## config.mk

```make
export PLATFORM = sky130hd
export DESIGN_NAME = count_seq_monitor
export DESIGN_NICKNAME = d
export VERILOG_FILES = /design/src/rtl/count_seq_monitor.sv
export SDC_FILE = /design/constraint.sdc
export NUM_CORES = 1
export LEC_CHECK = 0
export ABC_CLOCK_PERIOD_IN_PS = 2900
export CELL_PAD_IN_SITES_DETAIL_PLACEMENT = 0
export CELL_PAD_IN_SITES_GLOBAL_PLACEMENT = 2
export CORE_MARGIN = 5
export CORE_UTILIZATION = 31
export CTS_BUF_LIST = sky130_fd_sc_hd__clkbuf_4 sky130_fd_sc_hd__clkbuf_8 sky130_fd_sc_hd__clkbuf_16
export CTS_CLUSTER_SIZE = 10
export DETAILED_ROUTE_END_ITERATION = 6
export PLACE_DENSITY = 0.81
export SYNTH_ARGS = -nofsm -noshare
export SYNTH_HDL_FRONTEND = slang
export SYNTH_SLANG_ARGS = --single-unit
```

## constraint.sdc

```tcl
create_clock -name clk -period 2.9 [get_ports clk]
set_clock_uncertainty 0.2 [all_clocks]
set_input_delay 0.29 -clock clk [delete_from_list [all_inputs] [get_ports clk]]
set_output_delay 0.29 -clock clk [all_outputs]
set_load 0.1 [all_outputs]
```

## src/rtl/count_seq_monitor.sv

```systemverilog
// Sequence monitor for a MIN_VAL..MAX_VAL modulo counter: acquires lock after a
// run of correct steps, flags wrong/illegal samples, and keeps saturating statistics.
module count_seq_monitor #(
  parameter int W        = 3,
  parameter int MIN_VAL  = 2,
  parameter int MAX_VAL  = 6,
  parameter int LOCK_LEN = 3,
  parameter int CNT_W    = 8
) (
  input  logic             clk,
  input  logic             rst,
  input  logic [W-1:0]     q_in,
  input  logic             q_valid,
  input  logic             cnt_clr,
  output logic             locked,
  output logic [W-1:0]     expected,
  output logic             seq_err,
  output logic             illegal_err,
  output logic [CNT_W-1:0] wrap_cnt,
  output logic [CNT_W-1:0] err_cnt
);

  localparam int RUN_W = $clog2(LOCK_LEN + 1);
  localparam logic [W-1:0] MIN_V = W'(MIN_VAL);
  localparam logic [W-1:0] MAX_V = W'(MAX_VAL);

  typedef enum logic [1:0] {
    IDLE = 2'd0,
    ACQ  = 2'd1,
    LOCK = 2'd2
  } state_t;

  function automatic logic [W-1:0] succ(input logic [W-1:0] v);
    if (v == MAX_V) begin
      return MIN_V;
    end else begin
      return v + W'(1);
    end
  endfunction

  function automatic logic [CNT_W-1:0] sat_inc(input logic [CNT_W-1:0] c);
    if (&c) begin
      return c;
    end else begin
      return c + CNT_W'(1);
    end
  endfunction

  state_t           state_q, state_d;
  logic [W-1:0]     prev_q, prev_d;
  logic [RUN_W-1:0] run_q, run_d;
  logic             locked_q, locked_d;
  logic [W-1:0]     expected_q, expected_d;
  logic             seq_err_q, seq_err_d;
  logic             illegal_err_q, illegal_err_d;
  logic [CNT_W-1:0] wrap_cnt_q, wrap_cnt_d;
  logic [CNT_W-1:0] err_cnt_q, err_cnt_d;
  logic             legal_s, step_ok_s, wrap_inc_s, err_inc_s;

  // Next-state, pulse and statistics logic for one sample.
  always_comb begin
    state_d       = state_q;
    prev_d        = prev_q;
    run_d         = run_q;
    seq_err_d     = 1'b0;
    illegal_err_d = 1'b0;
    wrap_inc_s    = 1'b0;
    err_inc_s     = 1'b0;
    legal_s       = (q_in >= MIN_V) && (q_in <= MAX_V);
    step_ok_s     = (q_in == succ(prev_q));

    if (q_valid) begin
      if (!legal_s) begin
        // Errors only count against a locked stream.
        illegal_err_d = 1'b1;
        err_inc_s     = (state_q == LOCK);
        state_d       = IDLE;
        prev_d        = '0;
        run_d         = '0;
      end else begin
        case (state_q)
          IDLE: begin
            state_d = ACQ;
            prev_d  = q_in;
            run_d   = '0;
          end
          ACQ: begin
            prev_d = q_in;
            if (!step_ok_s) begin
              run_d = '0;
            end else if (run_q == RUN_W'(LOCK_LEN - 1)) begin
              state_d = LOCK;
              run_d   = '0;
            end else begin
              run_d = run_q + RUN_W'(1);
            end
          end
          LOCK: begin
            prev_d = q_in;
            if (step_ok_s) begin
              wrap_inc_s = (prev_q == MAX_V) && (q_in == MIN_V);
            end else begin
              seq_err_d = 1'b1;
              err_inc_s = 1'b1;
              run_d     = '0;
              state_d   = ACQ;
            end
          end
          default: begin
            state_d = IDLE;
            prev_d  = '0;
            run_d   = '0;
          end
        endcase
      end
    end else begin
      state_d = state_q;
    end

    if (cnt_clr) begin
      wrap_cnt_d = '0;
      err_cnt_d  = '0;
    end else begin
      wrap_cnt_d = wrap_inc_s ? sat_inc(wrap_cnt_q) : wrap_cnt_q;
      err_cnt_d  = err_inc_s  ? sat_inc(err_cnt_q)  : err_cnt_q;
    end

    locked_d   = (state_d == LOCK);
    expected_d = (state_d == IDLE) ? W'(0) : succ(prev_d);
  end

  // State and registered outputs with synchronous reset.
  always_ff @(posedge clk) begin
    if (rst) begin
      state_q       <= IDLE;
      prev_q        <= '0;
      run_q         <= '0;
      locked_q      <= 1'b0;
      expected_q    <= '0;
      seq_err_q     <= 1'b0;
      illegal_err_q <= 1'b0;
      wrap_cnt_q    <= '0;
      err_cnt_q     <= '0;
    end else begin
      state_q       <= state_d;
      prev_q        <= prev_d;
      run_q         <= run_d;
      locked_q      <= locked_d;
      expected_q    <= expected_d;
      seq_err_q     <= seq_err_d;
      illegal_err_q <= illegal_err_d;
      wrap_cnt_q    <= wrap_cnt_d;
      err_cnt_q     <= err_cnt_d;
    end
  end

  assign locked      = locked_q;
  assign expected    = expected_q;
  assign seq_err     = seq_err_q;
  assign illegal_err = illegal_err_q;
  assign wrap_cnt    = wrap_cnt_q;
  assign err_cnt     = err_cnt_q;

endmodule

```

==> run summary <==
final antenna diode count: 0
Die Ht: 81.1 um
Ports: 29
DIE AREA: 6570 sq um
via density per instance: 5.16
crit path from: prev_q[0]$_SDFF_PP0_
first-pass GRT wire length: 5890 um
Post-CTS Setup Bufs: 0
Pwr per Cell Area: 418 nW/um^2
largest net degree at the start of global routing: 17
Reg clk slew, reported paths: 0.06 ns
number of nets with antenna violations after detailed routing: 0
EDFF count, synth: 0
Layout area overhead: 23.4%
CTS max path bufs: 2
critical path type: reg2reg
r2r startpoint: prev_q[0]$_SDFF_PP0_
DR pass1 iterations: 4
CP Capture Type: flop
part of the power in combinational logic: 12.3%
Worst Path Required: 2.91 ns
max frequency: 414 MHz
core footprint: 4820 sq um
grt ovf: 0
wire per inst: 13.6 um
HPWL after DPL: 2800 um
cts repair resizes: 0
Final Hold Viols: 0
Yosys Warn Count: 0
Sw Ratio: 25.9%
Int Pwr: 598 uW
Setup-failing EPs final: 0
CTS tree: built
status: finished clean
# hold bufs at CTS: 0
sequential share of power: 50.8%
Netlist Area Pre-Place: 1570 sq um
measured slew at the worst slew-check pin: 0.578 ns
Initial Util: 32.5%
initial antenna violation count: 0
RSZ-0062 raised after global routing: false
layout cells sized above 1: 19.4%
DIE WIDTH: 81.1 um
root buf cell: clkbuf_8
NumNets Final: 215
depth of the worst register-to-register path: 7
Pleak: 0.733 nW
Period minus WS final: 2.42 ns
DRT Wirelength: 3650 um
reg2reg setup slack: 0.48 ns
register area share after synthesis: 37.1%
Row Count: 25
Synth area leaders: dfxtp_1 (37%), ha_1 (4.8%), nor2_1 (3.8%)
Max Slew Vio Count: 0
WHS: 0.317 ns
Hold Path Class: reg2reg
post-synthesis cell count: 170
Clock Sinks: 29
Clk pwr share: 36.9%
Synth Flop Type: dfxtp_1
max-cap violation count: 0
vias after detailed routing: 1,384
GPL Wtd Cong: 0.769
Max-slew headroom: 61.5%
Worst-Skew Late Latency: 0.28 ns
drc violations: 0
Max VDD drop: 0.000178 V
input/output buffers: 28
number of library cell types mapped by synthesis: 51
Num CTS Buffers: 5
worst setup path end: err_cnt[6]$_SDFFE_PP0P_
Worst EP arrival: 2.42 ns
Critical Path Fanout Max: 15
Syn Nets: 183
Reg-to-Reg End: err_cnt[6]$_SDFFE_PP0P_
top-area cell type share of the netlist area: 37.1%
Tot GR Track Use: 11.9%
Setup crit start kind: flop
Tcrit/Tclk final: 83.3%
vias in the first global route: 1,247
ys async rst share: 0%
Net Sw Power: 209 uW
Synth area leader: dfxtp_1
post-synthesis register bit count: 29
CTS HTree Levels: 2
setup TNS: 0 ns
DRT iter0 DRCs: 85
syn avg cell area: 9.21 sq um
-- cell families (layout without fill, tap and decap cells) --
group	count (synthesis)	after routing	share of synthesized area [%]
flops	29	29	37.1
compound gates	42	42	21.8
xor+xnor	9	9	5.04
fa+ha+maj	6	6	4.80
buf+inv	10	41	3.44
mux	2	2	1.28
simple gates	72	72	26.5
-- critical path, stage by stage, from the launching register on --
cell	delay, ns
dfxtp_1	0.45
inv_1	0.07
ha_1	0.24
nand4b_1	0.22
o311ai_4	0.16
o221a_4	0.35
or4_1	0.51
a21oi_1	0.14
-- cells in the mapped netlist, types with 5 or more instances --
master	count
a21oi_1	8
dfxtp_1	29
ha_1	6
nand2_1	11
nand4_1	5
nor2_1	16
or3_1	6
xor2_1	6
-- power by group through the flow --
stage	Clock [mW]	Combinational [mW]	Sequential [mW]
2_1_floorplan	0	0.0539	0.437
3_3_place_gp	0	0.0978	0.418
3_5_place_dp	0	0.0990	0.419
4_1_cts	0.313	0.0995	0.410
5_1_grt	0.334	0.107	0.411
6_report	0.298	0.0988	0.410
-- placed cells by master (no fill, tap or decap), types with 3 or more instances in the layout --
cell             synthesis  routed
nand2_1                 11      11
ha_1                     6       6
nand3_1                  4       4
a21oi_1                  8       8
o31ai_1                  3       3
nand4_1                  5       5
nor2_1                  16      16
nand2b_1                 4       4
dfxtp_1                 29      29
clkbuf_8                 0       5
o21ai_0                  4       4
clkdlybuf4s50_1          0       6
or3_1                    6       6
a22oi_1                  4       4
buf_4                    0      25
xor2_1                   6       6
and3_1                   3       3
nor3_1                   3       3
xnor2_1                  3       3
o21ai_1                  4       4
inv_1                    4       4
nor2b_1                  4       4
-- final cells by class --
cell class	count	area (sq um)
clock buffer	5	68.8
clock inverter	1	5.00
fill	498	2890
inverter	4	15.0
multi-input combinational	131	931
sequential	29	581
tap	67	83.8
timing repair buffer	31	248
-- metal layers --
layer,vias to the layer above,wire length (um),global-route usage [%]
li1,700,-,-
met1,654,1670,14.3
met2,24,1730,19.4
met3,6,194,4.66
met4,0,49,4.05
met5,-,0,0
-- flip-flops by register name, summed over array words and instances, names as in the netlist --
signal,cells
err_cnt,8
expected,3
illegal_err,1
locked,1
prev_q,3
run_q,2
seq_err,1
state_q,2
wrap_cnt,8
-- metrics by stage --
step	util [%]	std cells	area, sq um	power (mW)	setup WS, ns
after global placement	38.6	262	1860	0.516	0.328
after global routing	40.1	268	1930	0.852	0.380
after detailed placement	38.6	262	1860	0.518	0.248
after floorplan	-	170	1570	0.491	0.364
after CTS	40.1	268	1930	0.823	0.471
final	40.1	268	1930	0.807	0.484
-- how the worst min path moves through the flow --
stage | from | end | slack, ns | depth (start not counted)
after floorplan | rst | prev_q[1]$_SDFF_PP0_ | 0.16 | 1
after global placement | err_cnt[4]$_SDFFE_PP0P_ | err_cnt[4]$_SDFFE_PP0P_ | 0.30 | 2
after detailed placement | err_cnt[4]$_SDFFE_PP0P_ | err_cnt[4]$_SDFFE_PP0P_ | 0.31 | 2
after CTS | err_cnt[4]$_SDFFE_PP0P_ | err_cnt[4]$_SDFFE_PP0P_ | 0.32 | 2
after global routing | err_cnt[7]$_SDFFE_PP0P_ | err_cnt[7]$_SDFFE_PP0P_ | 0.35 | 2
final | err_cnt[7]$_SDFFE_PP0P_ | err_cnt[7]$_SDFFE_PP0P_ | 0.32 | 2
No activity file was read; power rests on OpenSTA's default activity.
